<file path="src/rtl/alu_pkg.sv">
// Shared encodings for the sequential ALU: opcode and FSM state enums, plus
// the 7-segment digit lookup used by the signed display decoder.
package alu_pkg;

  typedef enum logic [1:0] {
    OP_ADD  = 2'd0,
    OP_SUB  = 2'd1,
    OP_UMUL = 2'd2,
    OP_SMUL = 2'd3
  } op_e;

  typedef enum logic [1:0] {
    S_IDLE = 2'd0,
    S_MUL  = 2'd1,
    S_FIX  = 2'd2
  } state_e;

  // gfedcba segment pattern for a decimal digit; blank for anything else
  function automatic logic [6:0] seg_digit(input logic [3:0] d);
    case (d)
      4'd0:    seg_digit = 7'h3F;
      4'd1:    seg_digit = 7'h06;
      4'd2:    seg_digit = 7'h5B;
      4'd3:    seg_digit = 7'h4F;
      4'd4:    seg_digit = 7'h66;
      4'd5:    seg_digit = 7'h6D;
      4'd6:    seg_digit = 7'h7D;
      4'd7:    seg_digit = 7'h07;
      4'd8:    seg_digit = 7'h7F;
      4'd9:    seg_digit = 7'h6F;
      default: seg_digit = 7'h00;
    endcase
  endfunction

endpackage

</file>
<file path="src/rtl/seg7_signed.sv">
// Signed value to single-digit 7-segment image: bit7 is the minus sign,
// bits6:0 the digit. Values outside -9..9 show only the sign bar (80h).
module seg7_signed
  import alu_pkg::*;
#(
  parameter int W = 8
) (
  input  logic [W-1:0] val_i,
  output logic [7:0]   seg_o
);

  logic signed [31:0] v;
  logic signed [31:0] mag;

  assign v   = 32'($signed(val_i));
  assign mag = (v < 0) ? -v : v;

  always_comb begin
    seg_o = 8'h80;
    if (mag <= 32'sd9) seg_o = {v < 0, seg_digit(4'(mag))};
  end

endmodule

</file>
<file path="src/rtl/seq_alu.sv">
// Sequential ALU: single-cycle add/sub with signed overflow, iterative
// shift-add multiply (unsigned, or signed via magnitudes plus a fix-up cycle).
module seq_alu
  import alu_pkg::*;
#(
  parameter int NBITS = 4
) (
  input  logic                 clk_2,
  input  logic                 reset,
  input  logic                 start,
  input  logic [1:0]           op,
  input  logic [NBITS-1:0]     a,
  input  logic [NBITS-1:0]     b,
  output logic                 busy,
  output logic                 done,
  output logic [2*NBITS-1:0]   result,
  output logic                 overflow,
  output logic [7:0]           seg
);

  localparam int MSB_RES = 2*NBITS-1;
  localparam int CW      = $clog2(NBITS+1);

  state_e             state_q, state_d;
  op_e                op_q, op_d;
  logic [CW-1:0]      cnt_q, cnt_d;
  logic [MSB_RES:0]   mcand_q, mcand_d;
  logic [NBITS-1:0]   mplier_q, mplier_d;
  logic [MSB_RES:0]   acc_q, acc_d;
  logic               neg_q, neg_d;
  logic [MSB_RES:0]   result_q, result_d;
  logic               ovf_q, ovf_d;
  logic               done_q, done_d;

  logic [MSB_RES:0]   sa, sb, addsub, acc_add;
  logic [NBITS-1:0]   mag_a, mag_b;
  logic               is_smul, last;

  assign sa      = {{NBITS{a[NBITS-1]}}, a};
  assign sb      = {{NBITS{b[NBITS-1]}}, b};
  assign addsub  = (op_e'(op) == OP_SUB) ? (sa - sb) : (sa + sb);
  assign is_smul = (op_e'(op) == OP_SMUL);
  // -2^(NBITS-1) negates to itself, which read unsigned is the right magnitude
  assign mag_a   = (is_smul && a[NBITS-1]) ? -a : a;
  assign mag_b   = (is_smul && b[NBITS-1]) ? -b : b;
  assign acc_add = acc_q + (mplier_q[0] ? mcand_q : '0);
  assign last    = (cnt_q == CW'(NBITS-1));

  always_ff @(posedge clk_2) begin
    if (reset) begin
      state_q  <= S_IDLE;
      op_q     <= OP_ADD;
      cnt_q    <= '0;
      mcand_q  <= '0;
      mplier_q <= '0;
      acc_q    <= '0;
      neg_q    <= 1'b0;
      result_q <= '0;
      ovf_q    <= 1'b0;
      done_q   <= 1'b0;
    end else begin
      state_q  <= state_d;
      op_q     <= op_d;
      cnt_q    <= cnt_d;
      mcand_q  <= mcand_d;
      mplier_q <= mplier_d;
      acc_q    <= acc_d;
      neg_q    <= neg_d;
      result_q <= result_d;
      ovf_q    <= ovf_d;
      done_q   <= done_d;
    end
  end

  always_comb begin
    state_d  = state_q;
    op_d     = op_q;
    cnt_d    = cnt_q;
    mcand_d  = mcand_q;
    mplier_d = mplier_q;
    acc_d    = acc_q;
    neg_d    = neg_q;
    result_d = result_q;
    ovf_d    = ovf_q;
    done_d   = 1'b0;
    case (state_q)
      S_IDLE: begin
        if (start) begin
          op_d = op_e'(op);
          if (op_e'(op) == OP_ADD || op_e'(op) == OP_SUB) begin
            result_d = addsub;
            // in range iff the top NBITS+1 bits are all copies of the sign
            ovf_d    = !((&addsub[MSB_RES:NBITS-1]) || !(|addsub[MSB_RES:NBITS-1]));
            done_d   = 1'b1;
          end else begin
            mcand_d  = {{NBITS{1'b0}}, mag_a};
            mplier_d = mag_b;
            acc_d    = '0;
            cnt_d    = '0;
            neg_d    = is_smul && (a[NBITS-1] ^ b[NBITS-1]);
            state_d  = S_MUL;
          end
        end
      end
      S_MUL: begin
        acc_d    = acc_add;
        mcand_d  = mcand_q << 1;
        mplier_d = mplier_q >> 1;
        cnt_d    = cnt_q + CW'(1);
        if (last) begin
          if (op_q == OP_SMUL) begin
            state_d = S_FIX;
          end else begin
            state_d  = S_IDLE;
            result_d = acc_add;
            ovf_d    = 1'b0;
            done_d   = 1'b1;
          end
        end
      end
      S_FIX: begin
        result_d = neg_q ? -acc_q : acc_q;
        ovf_d    = 1'b0;
        done_d   = 1'b1;
        state_d  = S_IDLE;
      end
      default: state_d = S_IDLE;
    endcase
  end

  assign busy     = (state_q != S_IDLE);
  assign done     = done_q;
  assign result   = result_q;
  assign overflow = ovf_q;

  seg7_signed #(.W(2*NBITS)) u_seg (
    .val_i (result_q),
    .seg_o (seg)
  );

endmodule

</file>
<file path="config.mk">
export PLATFORM = sky130hd
export DESIGN_NAME = seq_alu
export DESIGN_NICKNAME = d
export VERILOG_FILES = /design/src/rtl/alu_pkg.sv /design/src/rtl/seg7_signed.sv /design/src/rtl/seq_alu.sv
export SDC_FILE = /design/constraint.sdc
export NUM_CORES = 1
export LEC_CHECK = 0
export CAP_MARGIN = 20
export CORE_UTILIZATION = 55
export DETAILED_ROUTE_END_ITERATION = 10
export GPL_ROUTABILITY_DRIVEN = 0
export PLACE_DENSITY = 0.78
export SYNTH_ARGS = -nofsm -noshare
export SYNTH_HDL_FRONTEND = slang
export SYNTH_SLANG_ARGS = --single-unit
</file>
<file path="constraint.sdc">
create_clock -name clk_2 -period 3.25 [get_ports clk_2]
set_input_delay 0.8125 -clock clk_2 [delete_from_list [all_inputs] [get_ports clk_2]]
set_output_delay 0.8125 -clock clk_2 [all_outputs]
set_load 0.02 [all_outputs]
</file>
==> impl_metrics.csv <==
group,metric,value,unit
status,outcome,"completed",
synthesis,synth.avg_cell_area,7.87,sq um
grt,grt_pass1_vias,2562,
grt,track_usage,0.271,
final_layout,postLayoutCoreUtil,0.687,
run,max-cap-violations,0,
final_layout,n_antenna_cell,0,
drt,ant_nets,0,
synthesis,seq_area_frac_synth,0.262,
grt,antenna_found_initial,0,
grt,grt_max_degree,26,
clocking,cts.path.max_buffers,2,
worst_hold_path,hold_class,"flop to flop",
power_and_ir_drop,leakage,1.50,nW
drt,top_layer,"met4",
drt,wire_per_inst,14.9,um
final_layout,fin_nets,450,
clocking,root_buffer,"clkbuf_8",
final_layout,multi_input_area,2010,sq um
synthesis,ys_warn_count,0,
final_layout,final_area,3510,sq um
power_and_ir_drop,total_power,1.52,mW
drt,dr_wl_met2,3520,um
synthesis,ys_types,59,
clocking,clock_sinks,38,
critical_path,worstSetupPathType,"flop to primary output",
clocking,clkTransAtPathRegs,0.08,ns
clocking,cts_tree,"done",
floorplan,die_h,74.7,um
drt,vias,2735,
timing,relSlewSlack,0.616,
timing,setup_ws,0.103,ns
synthesis,synth-async-reset-ratio,0,
timing,finClkSkew,0.00533,ns
drt,wl,7120,um
final_layout,seq_area,761,sq um
drt,drc_errors,0,
floorplan,rows,26,
timing,fin_crit_sh,0.968,
clocking,h-tree-depth,2,
synthesis,ys_seq_elements,38,
synthesis,synthFlopType,"dfxtp_1",
drt,drtIter0Drc,173,
timing,hold_viol,0,
final_layout,n_fill_cell,465,
floorplan,fp.dieW,74.7,um
floorplan,core_area,5110,sq um
floorplan,dieArea,5570,sq um
clocking,insertion_delay,0.29,ns
critical_path,setup.worst_path.end_class,"primary output",
power_and_ir_drop,power.density,433,nW/um^2
synthesis,synth_edf_count,0,
place,port-buffer-count,31,
place,dpl_worst_slack,-0.140,ns
drt,detail_route.vias_per_cell,5.71,
synthesis,syn-cell-area,2900,sq um
drt,dr_wl_met3,244,um
critical_path,required,2.44,ns
clocking,cts_inserted_buffers,5,
timing,worst_slew_pin_slew,0.577,ns
timing,finalSetupTns,0,ns
place,place_area,3360,sq um
final_layout,syn_to_final_growth,20.8,%
place,dp_hpwl,5280,um
drt,dr.pass1.iters,4,
floorplan,start_util,0.569,
synthesis,synth.net_count,411,
critical_path,cp_data_arrival_time,2.33,ns
timing,finalSetupViolations,0,
timing,timing.fmax,318,MHz
timing,slew_viol_final,0,
synthesis,synthCells,369,
floorplan,io_pins,32,
critical_path,start_kind,"flop",
power_and_ir_drop,peakVddDrop,269,uV
timing,period_minus_slack,3.15,ns
grt,grt_first_pass_wirelength,11600,um
final_layout,drive_above_1_share,0.110,
critical_path,path_max_fanout,4,
grt,grt-ovfl-total,0,
timing,grt_setup_unrepaired,"false",
drt,wl_met1,3200,um
-- registers in the layout (all words and copies together) (netlist names) --
name and flops:
state_q 2, done 1, acc_q 8, mplier_q 4, op_q 2, mcand_q 8, result 8, cnt_q 3
overflow 1, neg_q 1
-- power breakdown --
part | switching, mW | total (mW) | internal [mW]
clock network | 0.180 | 0.488 | 0.308
registers | 0.0251 | 0.515 | 0.490
logic | 0.292 | 0.514 | 0.223
total | 0.497 | 1.52 | 1.02
-- cells by family (layout without fill, tap and decap cells) --
group / after synthesis / in the layout / synth area share
AND/OR/NAND/NOR: 134 / 134 / 0.227
AO/OA/AOI/OAI: 104 / 104 / 0.240
flip-flops: 38 / 38 / 0.262
buffers and inverters: 37 / 77 / 0.0530
adder cells (fa/ha/maj): 29 / 29 / 0.130
XOR/XNOR: 20 / 20 / 0.0629
multiplexers: 7 / 7 / 0.0241
-- layout by cell type, fill, tap and decap left out, drive strengths merged, types with 3 or more instances in the layout --
master,netlist,layout
a21oi,42,42
nand2,40,40
dfxtp,38,38
nor2,31,31
ha,27,27
clkdlybuf4s50,0,23
inv,20,20
buf,8,18
o21ai,18,18
nand3,17,17
xnor2,16,16
and2,10,10
nor2b,9,9
clkbuf,9,8
mux2i,7,7
nor3,6,6
a211oi,6,6
a21o,5,5
nand2b,5,5
o31ai,5,5
or3,4,4
xor2,4,4
o21a,3,3
dlygate4sd2,0,3
a221oi,3,3
-- cell usage after synthesis, drive strengths merged (2+ instances only) --
library cell	instances	area, sq um
buf	8	45.0
a21o	5	37.5
or2	2	12.5
and2	10	62.6
nor2b	9	63.8
a221oi	3	32.5
xor2	4	35.0
ha	27	338
nor2	31	116
inv	20	75.1
a221o	2	20.0
nand4	2	12.5
nor3	6	35.0
a21boi	2	15.0
nand3b	2	15.0
dfxtp	38	761
mux2i	7	70.1
or3	4	25.0
o31ai	5	37.5
a2111oi	2	36.3
a32oi	2	17.5
nand3	17	90.1
xnor2	16	148
a211oi	6	55.1
nand2b	5	31.3
clkbuf	9	33.8
a21oi	42	210
o21a	3	22.5
a22oi	2	15.0
nand2	40	150
o21ai	18	90.1
and3	2	12.5
o22ai	2	12.5
fa	2	40.0
-- worst paths after layout --
check        slack [ns]  depth (start not counted)          to   startpoint
min                0.46                          2  mcand_q[7]   mcand_q[7]
max                0.10                          9      seg[1]    result[0]
min reg2reg        0.46                          2  mcand_q[7]   mcand_q[7]
max reg2reg        0.74                          9   result[6]  mplier_q[0]
-- timing repair --
action / CTS / global route
pin swaps: 0 / 0
endpoints found under the setup margin: 8 / 5
resized for setup: 11 / 8
hold buffers: 0 / 0
buffers inserted: 0 / 0
-- area by class of cell --
type | instances | share of cell area
clock inverters | 3 | 0.0196
flip-flops and latches | 38 | 0.217
repair buffers | 49 | 0.123
multi-input cells | 294 | 0.574
clock buffers | 5 | 0.0196
well taps | 70 | 0.0250
inverters | 20 | 0.0214
-- per-layer routing --
layer	track usage	up-vias
li1	-	1375
met1	0.324	1276
met2	0.480	66
met3	0.0469	18
met4	0.109	0
met5	0	-
-- stage by stage --
step / hold WS (ns) / instances
5_1_grt: 0.489 / 479
3_5_place_dp: 0.443 / 471
3_3_place_gp: 0.439 / 471
4_1_cts: 0.454 / 479
2_1_floorplan: 0.432 / 369
6_report: 0.460 / 479
-- critical path, stage by stage (launching register included) --
cell	delay (ns)
dfxtp_1	0.33
inv_1	0.05
ha_1	0.31
mux2i_2	0.26
buf_4	0.18
ha_1	0.21
inv_1	0.05
o21ai_0	0.10
a21oi_1	0.19
dlygate4sd2_1	0.35
(Power assumes the default switching activity.)
